--- src/rtl/watch_pkg.sv ---
// Shared types and constants for the watch time controller: FSM states,
// button codes, field limits and reset date.
package watch_pkg;

  typedef enum logic [2:0] {
    ST_RUN       = 3'd0,
    ST_SET_YEAR  = 3'd1,
    ST_SET_MONTH = 3'd2,
    ST_SET_DAY   = 3'd3,
    ST_SET_HOUR  = 3'd4,
    ST_SET_MIN   = 3'd5
  } state_e;

  localparam logic [3:0] SW_MODE = 4'b0001;
  localparam logic [3:0] SW_EXIT = 4'b0010;
  localparam logic [3:0] SW_DEC  = 4'b0100;
  localparam logic [3:0] SW_INC  = 4'b1000;

  localparam logic [7:0] MONTH_MAX = 8'd12;
  localparam logic [7:0] HOUR_MAX  = 8'd23;
  localparam logic [7:0] MIN_MAX   = 8'd59;
  localparam logic [7:0] SEC_MAX   = 8'd59;
  localparam logic [2:0] WEEK_MAX  = 3'd6;

  localparam logic [11:0] YEAR_INIT_DEF = 12'd2020;
  localparam logic [2:0]  WEEK_INIT_DEF = 3'd3;
  localparam logic [7:0]  MONTH_INIT    = 8'd1;
  localparam logic [7:0]  DAY_INIT      = 8'd1;

endpackage

--- src/rtl/watch_max_date.sv ---
// Combinational month length for a given year/month, including the
// Gregorian leap-year rule.
module watch_max_date
  import watch_pkg::*;
(
  input  logic [11:0] year,
  input  logic [7:0]  month,
  output logic [7:0]  max_date
);

  logic leap;

  assign leap = (year[1:0] == 2'b00) &&
                (((year % 12'd100) != 12'd0) || ((year % 12'd400) == 12'd0));

  always_comb begin
    max_date = 8'd31;
    case (month)
      8'd2:                       max_date = 8'd28 + {7'd0, leap};
      8'd4, 8'd6, 8'd9, 8'd11:    max_date = 8'd30;
      default:                    max_date = 8'd31;
    endcase
  end

endmodule

--- src/rtl/watch_time_ctrl.sv ---
// Calendar/time-of-day keeper on a 1 Hz clock with a button-driven set mode.
// state: RUN counts time | SET_YEAR..SET_MIN edit one field, clock frozen.
module watch_time_ctrl
  import watch_pkg::*;
#(
  parameter logic [11:0] YEAR_INIT = YEAR_INIT_DEF,
  parameter logic [2:0]  WEEK_INIT = WEEK_INIT_DEF
) (
  input  logic        clk1sec,
  input  logic        rst,
  input  logic [3:0]  sw_in,
  output logic [11:0] year,
  output logic [7:0]  month,
  output logic [7:0]  day,
  output logic [7:0]  hour,
  output logic [7:0]  minute,
  output logic [7:0]  second,
  output logic [2:0]  week,
  output logic        set_mode,
  output logic [2:0]  set_field,
  output logic        day_tick
);

  state_e      state_q, state_d;
  logic [11:0] year_q, year_d, year_ed;
  logic [7:0]  month_q, month_d, month_ed;
  logic [7:0]  day_q, day_d, hour_q, hour_d, minute_q, minute_d, second_q, second_d;
  logic [2:0]  week_q, week_d, week_inc, week_dec;
  logic        day_tick_q, day_tick_d, set_mode_q, set_mode_d;
  logic [7:0]  max_cur, max_ed;

  assign week_inc = (week_q == WEEK_MAX) ? 3'd0 : week_q + 3'd1;
  assign week_dec = (week_q == 3'd0) ? WEEK_MAX : week_q - 3'd1;

  // Year/month after this cycle's edit, so the day clamp sees the new month length.
  always_comb begin
    year_ed  = year_q;
    month_ed = month_q;
    if (state_q == ST_SET_YEAR) begin
      if (sw_in == SW_INC)      year_ed = year_q + 12'd1;
      else if (sw_in == SW_DEC) year_ed = year_q - 12'd1;
    end
    if (state_q == ST_SET_MONTH) begin
      if (sw_in == SW_INC)      month_ed = (month_q == MONTH_MAX) ? 8'd1 : month_q + 8'd1;
      else if (sw_in == SW_DEC) month_ed = (month_q == 8'd1) ? MONTH_MAX : month_q - 8'd1;
    end
  end

  watch_max_date u_max_cur (.year(year_q),  .month(month_q),  .max_date(max_cur));
  watch_max_date u_max_ed  (.year(year_ed), .month(month_ed), .max_date(max_ed));

  always_comb begin
    state_d    = state_q;
    year_d     = year_q;
    month_d    = month_q;
    day_d      = day_q;
    hour_d     = hour_q;
    minute_d   = minute_q;
    second_d   = second_q;
    week_d     = week_q;
    day_tick_d = 1'b0;
    case (state_q)
      ST_RUN: begin
        if (sw_in == SW_MODE) state_d = ST_SET_YEAR;
        if (second_q != SEC_MAX) second_d = second_q + 8'd1;
        else begin
          second_d = 8'd0;
          if (minute_q != MIN_MAX) minute_d = minute_q + 8'd1;
          else begin
            minute_d = 8'd0;
            if (hour_q != HOUR_MAX) hour_d = hour_q + 8'd1;
            else begin
              hour_d     = 8'd0;
              day_tick_d = 1'b1;
              week_d     = week_inc;
              if (day_q != max_cur) day_d = day_q + 8'd1;
              else begin
                day_d = 8'd1;
                if (month_q != MONTH_MAX) month_d = month_q + 8'd1;
                else begin
                  month_d = 8'd1;
                  year_d  = year_q + 12'd1;
                end
              end
            end
          end
        end
      end
      default: begin
        case (sw_in)
          SW_MODE: state_d = (state_q == ST_SET_MIN) ? ST_RUN : state_e'(state_q + 3'd1);
          SW_EXIT: begin
            state_d  = ST_RUN;
            second_d = 8'd0;
          end
          SW_INC, SW_DEC: begin
            year_d  = year_ed;
            month_d = month_ed;
            if ((state_q == ST_SET_YEAR || state_q == ST_SET_MONTH) && day_q > max_ed)
              day_d = max_ed;
            if (state_q == ST_SET_DAY) begin
              if (sw_in == SW_INC) begin
                day_d  = (day_q == max_cur) ? 8'd1 : day_q + 8'd1;
                week_d = week_inc;
              end else begin
                day_d  = (day_q == 8'd1) ? max_cur : day_q - 8'd1;
                week_d = week_dec;
              end
            end
            if (state_q == ST_SET_HOUR) begin
              if (sw_in == SW_INC) hour_d = (hour_q == HOUR_MAX) ? 8'd0 : hour_q + 8'd1;
              else                 hour_d = (hour_q == 8'd0) ? HOUR_MAX : hour_q - 8'd1;
            end
            if (state_q == ST_SET_MIN) begin
              if (sw_in == SW_INC) minute_d = (minute_q == MIN_MAX) ? 8'd0 : minute_q + 8'd1;
              else                 minute_d = (minute_q == 8'd0) ? MIN_MAX : minute_q - 8'd1;
            end
          end
          default: ;
        endcase
      end
    endcase
    set_mode_d = (state_d != ST_RUN);
  end

  always_ff @(posedge clk1sec or negedge rst) begin
    if (!rst) begin
      state_q    <= ST_RUN;
      year_q     <= YEAR_INIT;
      month_q    <= MONTH_INIT;
      day_q      <= DAY_INIT;
      hour_q     <= 8'd0;
      minute_q   <= 8'd0;
      second_q   <= 8'd0;
      week_q     <= WEEK_INIT;
      day_tick_q <= 1'b0;
      set_mode_q <= 1'b0;
    end else begin
      state_q    <= state_d;
      year_q     <= year_d;
      month_q    <= month_d;
      day_q      <= day_d;
      hour_q     <= hour_d;
      minute_q   <= minute_d;
      second_q   <= second_d;
      week_q     <= week_d;
      day_tick_q <= day_tick_d;
      set_mode_q <= set_mode_d;
    end
  end

  assign year      = year_q;
  assign month     = month_q;
  assign day       = day_q;
  assign hour      = hour_q;
  assign minute    = minute_q;
  assign second    = second_q;
  assign week      = week_q;
  assign set_mode  = set_mode_q;
  assign set_field = state_q;
  assign day_tick  = day_tick_q;

endmodule

--- config.mk ---
export PLATFORM = sky130hd
export DESIGN_NAME = watch_time_ctrl
export DESIGN_NICKNAME = d
export VERILOG_FILES = /design/src/rtl/watch_pkg.sv /design/src/rtl/watch_max_date.sv /design/src/rtl/watch_time_ctrl.sv
export SDC_FILE = /design/constraint.sdc
export NUM_CORES = 1
export LEC_CHECK = 0
export BUFFER_PORTS_ARGS = -buffer_cell sky130_fd_sc_hd__buf_4
export CAP_MARGIN = 20
export CORE_ASPECT_RATIO = 1.2
export CORE_UTILIZATION = 30
export CTS_BUF_LIST = sky130_fd_sc_hd__clkbuf_8
export CTS_CLUSTER_DIAMETER = 80
export DETAILED_ROUTE_END_ITERATION = 7
export GPL_ROUTABILITY_DRIVEN = 0
export SLEW_MARGIN = 20
export SYNTH_ARGS = -nofsm -noshare
export SYNTH_HDL_FRONTEND = slang
export SYNTH_SLANG_ARGS = --single-unit
--- constraint.sdc ---
create_clock -name clk1sec -period 22.2 [get_ports clk1sec]
set_clock_uncertainty 0.15 [all_clocks]
set_input_delay 5.55 -clock clk1sec [delete_from_list [all_inputs] [get_ports clk1sec]]
set_output_delay 5.55 -clock clk1sec [all_outputs]
set_load 0.005 [all_outputs]
==> reports/qor.yml <==
layout:
  seq_area_mm2: 0.00152
  layout-drive-gt1-share_pct: 11.5
  post-route-util_pct: 34.2
  fin_nets: 1128
  layout.cells.non_filler: 1426
  syn_to_final_growth_pct: 11.9
  multi_input_area_mm2: 0.00565
  fillers: 2714
logic_synthesis:
  synth.most_common_cell: "nand2_1"
  synth_flop_cell: "dfrtp_1"
  synth_seq_cells: 60
  ys_warn_count: 0
  synth-simple-area-share_pct: 29.0
  synth_top_cells_by_count: "nand2_1 (123), o21ai_0 (108), nor2_1 (97)"
  synth_xor_area_share_pct: 5.90
  synth-edff-count: 0
  syn_nets: 1119
  async_flop_share_pct: 100
  syn_area_per_cell_um2: 6.98
  synthMuxAreaShare_pct: 0.925
  synth-compound-area-share_pct: 33.8
  synth_top_area_share_pct: 16.2
  synth_fa_ha_area_share_pct: 4.86
  synthDistinctLibCells: 97
  yosysTopAreaCell: "dfrtp_1"
  synth_seq_area_share_pct: 20.0
  syn_area_mm2: 0.00758
  synth_area_leaders: "dfrtp_1 (16%), o21ai_0 (7.1%), a21oi_1 (6.3%)"
  synth_top_family_by_area: "compound AO/OA/AOI/OAI gates"
  synthCells: 1086
power_and_ir_drop:
  ir_drop_mv: 0.0462
  total_leakage_power_nw: 3.26
  p_per_area_mw_per_mm2: 120
floorplan:
  core_area_mm2: 0.0248
  dieHeight_um: 176
  die_w_um: 147
  io_pins: 66
  die-area_mm2: 0.0259
  start_util_pct: 30.6
  num_rows: 63
grt:
  antenna_found_initial: 1
  grt_start_max_net_pins: 61
  overflow: 0
  grt_usage_pct: 18.6
  grt_pass1_wl_um: 39500
  grt_pass1_vias: 7726
cts:
  hold_buffers: 0
  clock_latency_ns: 0.38
  clk_pin_slew_ns: 0.08
  cts-htree-levels: 3
  cts_made_buffers: 9
  cts_setup_buffers: 0
  clockBufferDepth: 2
  clock_sinks: 60
  cts_resized: 0
  root_buffer: "clkbuf_8"
  cts_tree: "done"
critical_path:
  cp_data_arrival_time_ns: 13.37
  end_kind: "flip-flop"
  timing.rr.start: "set_field[0]$_DFF_PN0_"
  reg2reg_slack_ns: 13.64
  cp-start-kind: "primary input"
  critPathMaxStageDelay_ns: 0.84
  crit_start: "sw_in[0]"
  critPathKind: "in2reg"
  endpoint: "day[0]$_DFFE_PN1P_"
  critPathMaxFanout: 16
  crit_top_cell: "nor2_1"
  slowest_stage: "or4b_1"
  r2r-end: "day[0]$_DFFE_PN1P_"
  reg2reg_depth: 28
  cp.required_ns: 22.36
sta:
  rsz0062_at_grt: "false"
  tns_ns: 0
  setup_viol: 0
  drv_slew: 0
  setup_slack_ns: 8.99
  worst_pin_slew_ns: 0.968
  max_freq_mhz: 75.7
  hold_viol: 0
  slew-limit-headroom_pct: 35.1
  fin_crit_sh_pct: 59.5
  period_needed_ns: 13.21
  hold_slack_ns: 0.362
detailed_routing:
  drc: 0
  dr.pass1.iters: 6
  drt_iter0_markers: 725
  ant_nets: 0
  vias: 8422
  routed_wl_um: 24200
  routedWlPerCell_um: 17.0
  routed_via_density: 5.91
placement:
  dpl_worst_slack_ns: 8.72
  io_buffers: 65
  dp_cells: 1409
  hpwl_um: 17200
hold_path:
  hold_class: "reg2reg"
  hold_path_depth: 1
status:
  status: "finished clean"
run:
  drv_cap: 0
-- registers in the layout, indices dropped and copies added (netlist names) --
signal and flops:
day 8, day_tick 1, hour 8, minute 8, month 8, second 8
set_field 3, set_mode 1, week 3, year 12
-- cell usage in the layout (no fill, tap or decap), drive strengths merged, types with 6 or more instances in the layout --
cell / synthesis / final
nand2: 124 / 124
o21ai: 116 / 116
nor2: 97 / 97
a21oi: 97 / 97
buf: 15 / 74
nand3: 50 / 50
dfrtp: 49 / 49
nor3: 40 / 40
xnor2: 34 / 34
inv: 28 / 29
a31oi: 28 / 28
ha: 27 / 27
and3: 23 / 23
nand4: 16 / 16
o22ai: 15 / 15
or3: 15 / 15
and2: 14 / 14
xor2: 14 / 14
clkbuf: 61 / 12
a22oi: 12 / 12
dfstp: 11 / 11
o211ai: 11 / 11
nor4: 10 / 10
nand2b: 10 / 10
o21a: 9 / 9
a211oi: 9 / 9
o31ai: 8 / 8
a22o: 8 / 8
mux2i: 7 / 7
a21o: 7 / 7
o221ai: 6 / 6
nor2b: 6 / 6
nand3b: 6 / 6
-- routing by layer --
layer / routed length (µm) / vias up / GRT usage, %
li1: - / 4087 / -
met1: 10800 / 4005 / 24.1
met2: 11500 / 282 / 31.0
met3: 1270 / 48 / 2.53
met4: 597 / 0 / 7.04
met5: 0 / - / 0
-- stage by stage --
step,area (µm²),power [W]
after floorplan,7580,0.000698
after global placement,8240,0.000884
after detailed placement,8240,0.000888
after CTS,8470,0.00102
after global routing,8480,0.00111
final,8480,0.00102
-- critical path: cells and delay by family --
family	cells	cell delay, ns
AND/OR/NAND/NOR	12	3.37
AO/OA/AOI/OAI	12	2.77
adder cells (fa/ha/maj)	3	0.88
XOR/XNOR	1	0.54
buffers and inverters	1	0.15
multiplexers	1	0.11
-- logic make-up after synthesis --
kind of cell | Yosys count
simple gates | 440
compound gates | 396
buf+inv | 105
flops | 60
xor+xnor | 48
fa+ha+maj | 30
mux | 7
-- layout make-up --
| type | count | area share, % |
|---|---|---|
| clock buffers | 12 | 1.95 |
| diodes | 1 | 0.0295 |
| well taps | 325 | 4.80 |
| clock inverters | 4 | 0.856 |
| inverters | 29 | 1.28 |
| multi-input cells | 921 | 66.7 |
| flip-flops and latches | 60 | 17.9 |
| repair buffers | 74 | 6.55 |
-- worst min path at each step --
stage,startpoint,endpoint,slack (ns)
3_3_place_gp,second[5]$_DFFE_PN0P_,second[5]$_DFFE_PN0P_,0.35
3_5_place_dp,second[5]$_DFFE_PN0P_,second[5]$_DFFE_PN0P_,0.36
4_1_cts,second[5]$_DFFE_PN0P_,second[5]$_DFFE_PN0P_,0.37
2_1_floorplan,second[5]$_DFFE_PN0P_,second[5]$_DFFE_PN0P_,0.33
6_report,second[5]$_DFFE_PN0P_,second[5]$_DFFE_PN0P_,0.36
5_1_grt,second[5]$_DFFE_PN0P_,second[5]$_DFFE_PN0P_,0.40
-- report_power, final --
part | internal [W] | switching, W | total, W
clock network | 0.0000723 | 0.0000506 | 0.000123
logic | 0.000259 | 0.000394 | 0.000653
registers | 0.000146 | 0.0000968 | 0.000243
No activity file was read; power rests on OpenSTA's default activity.
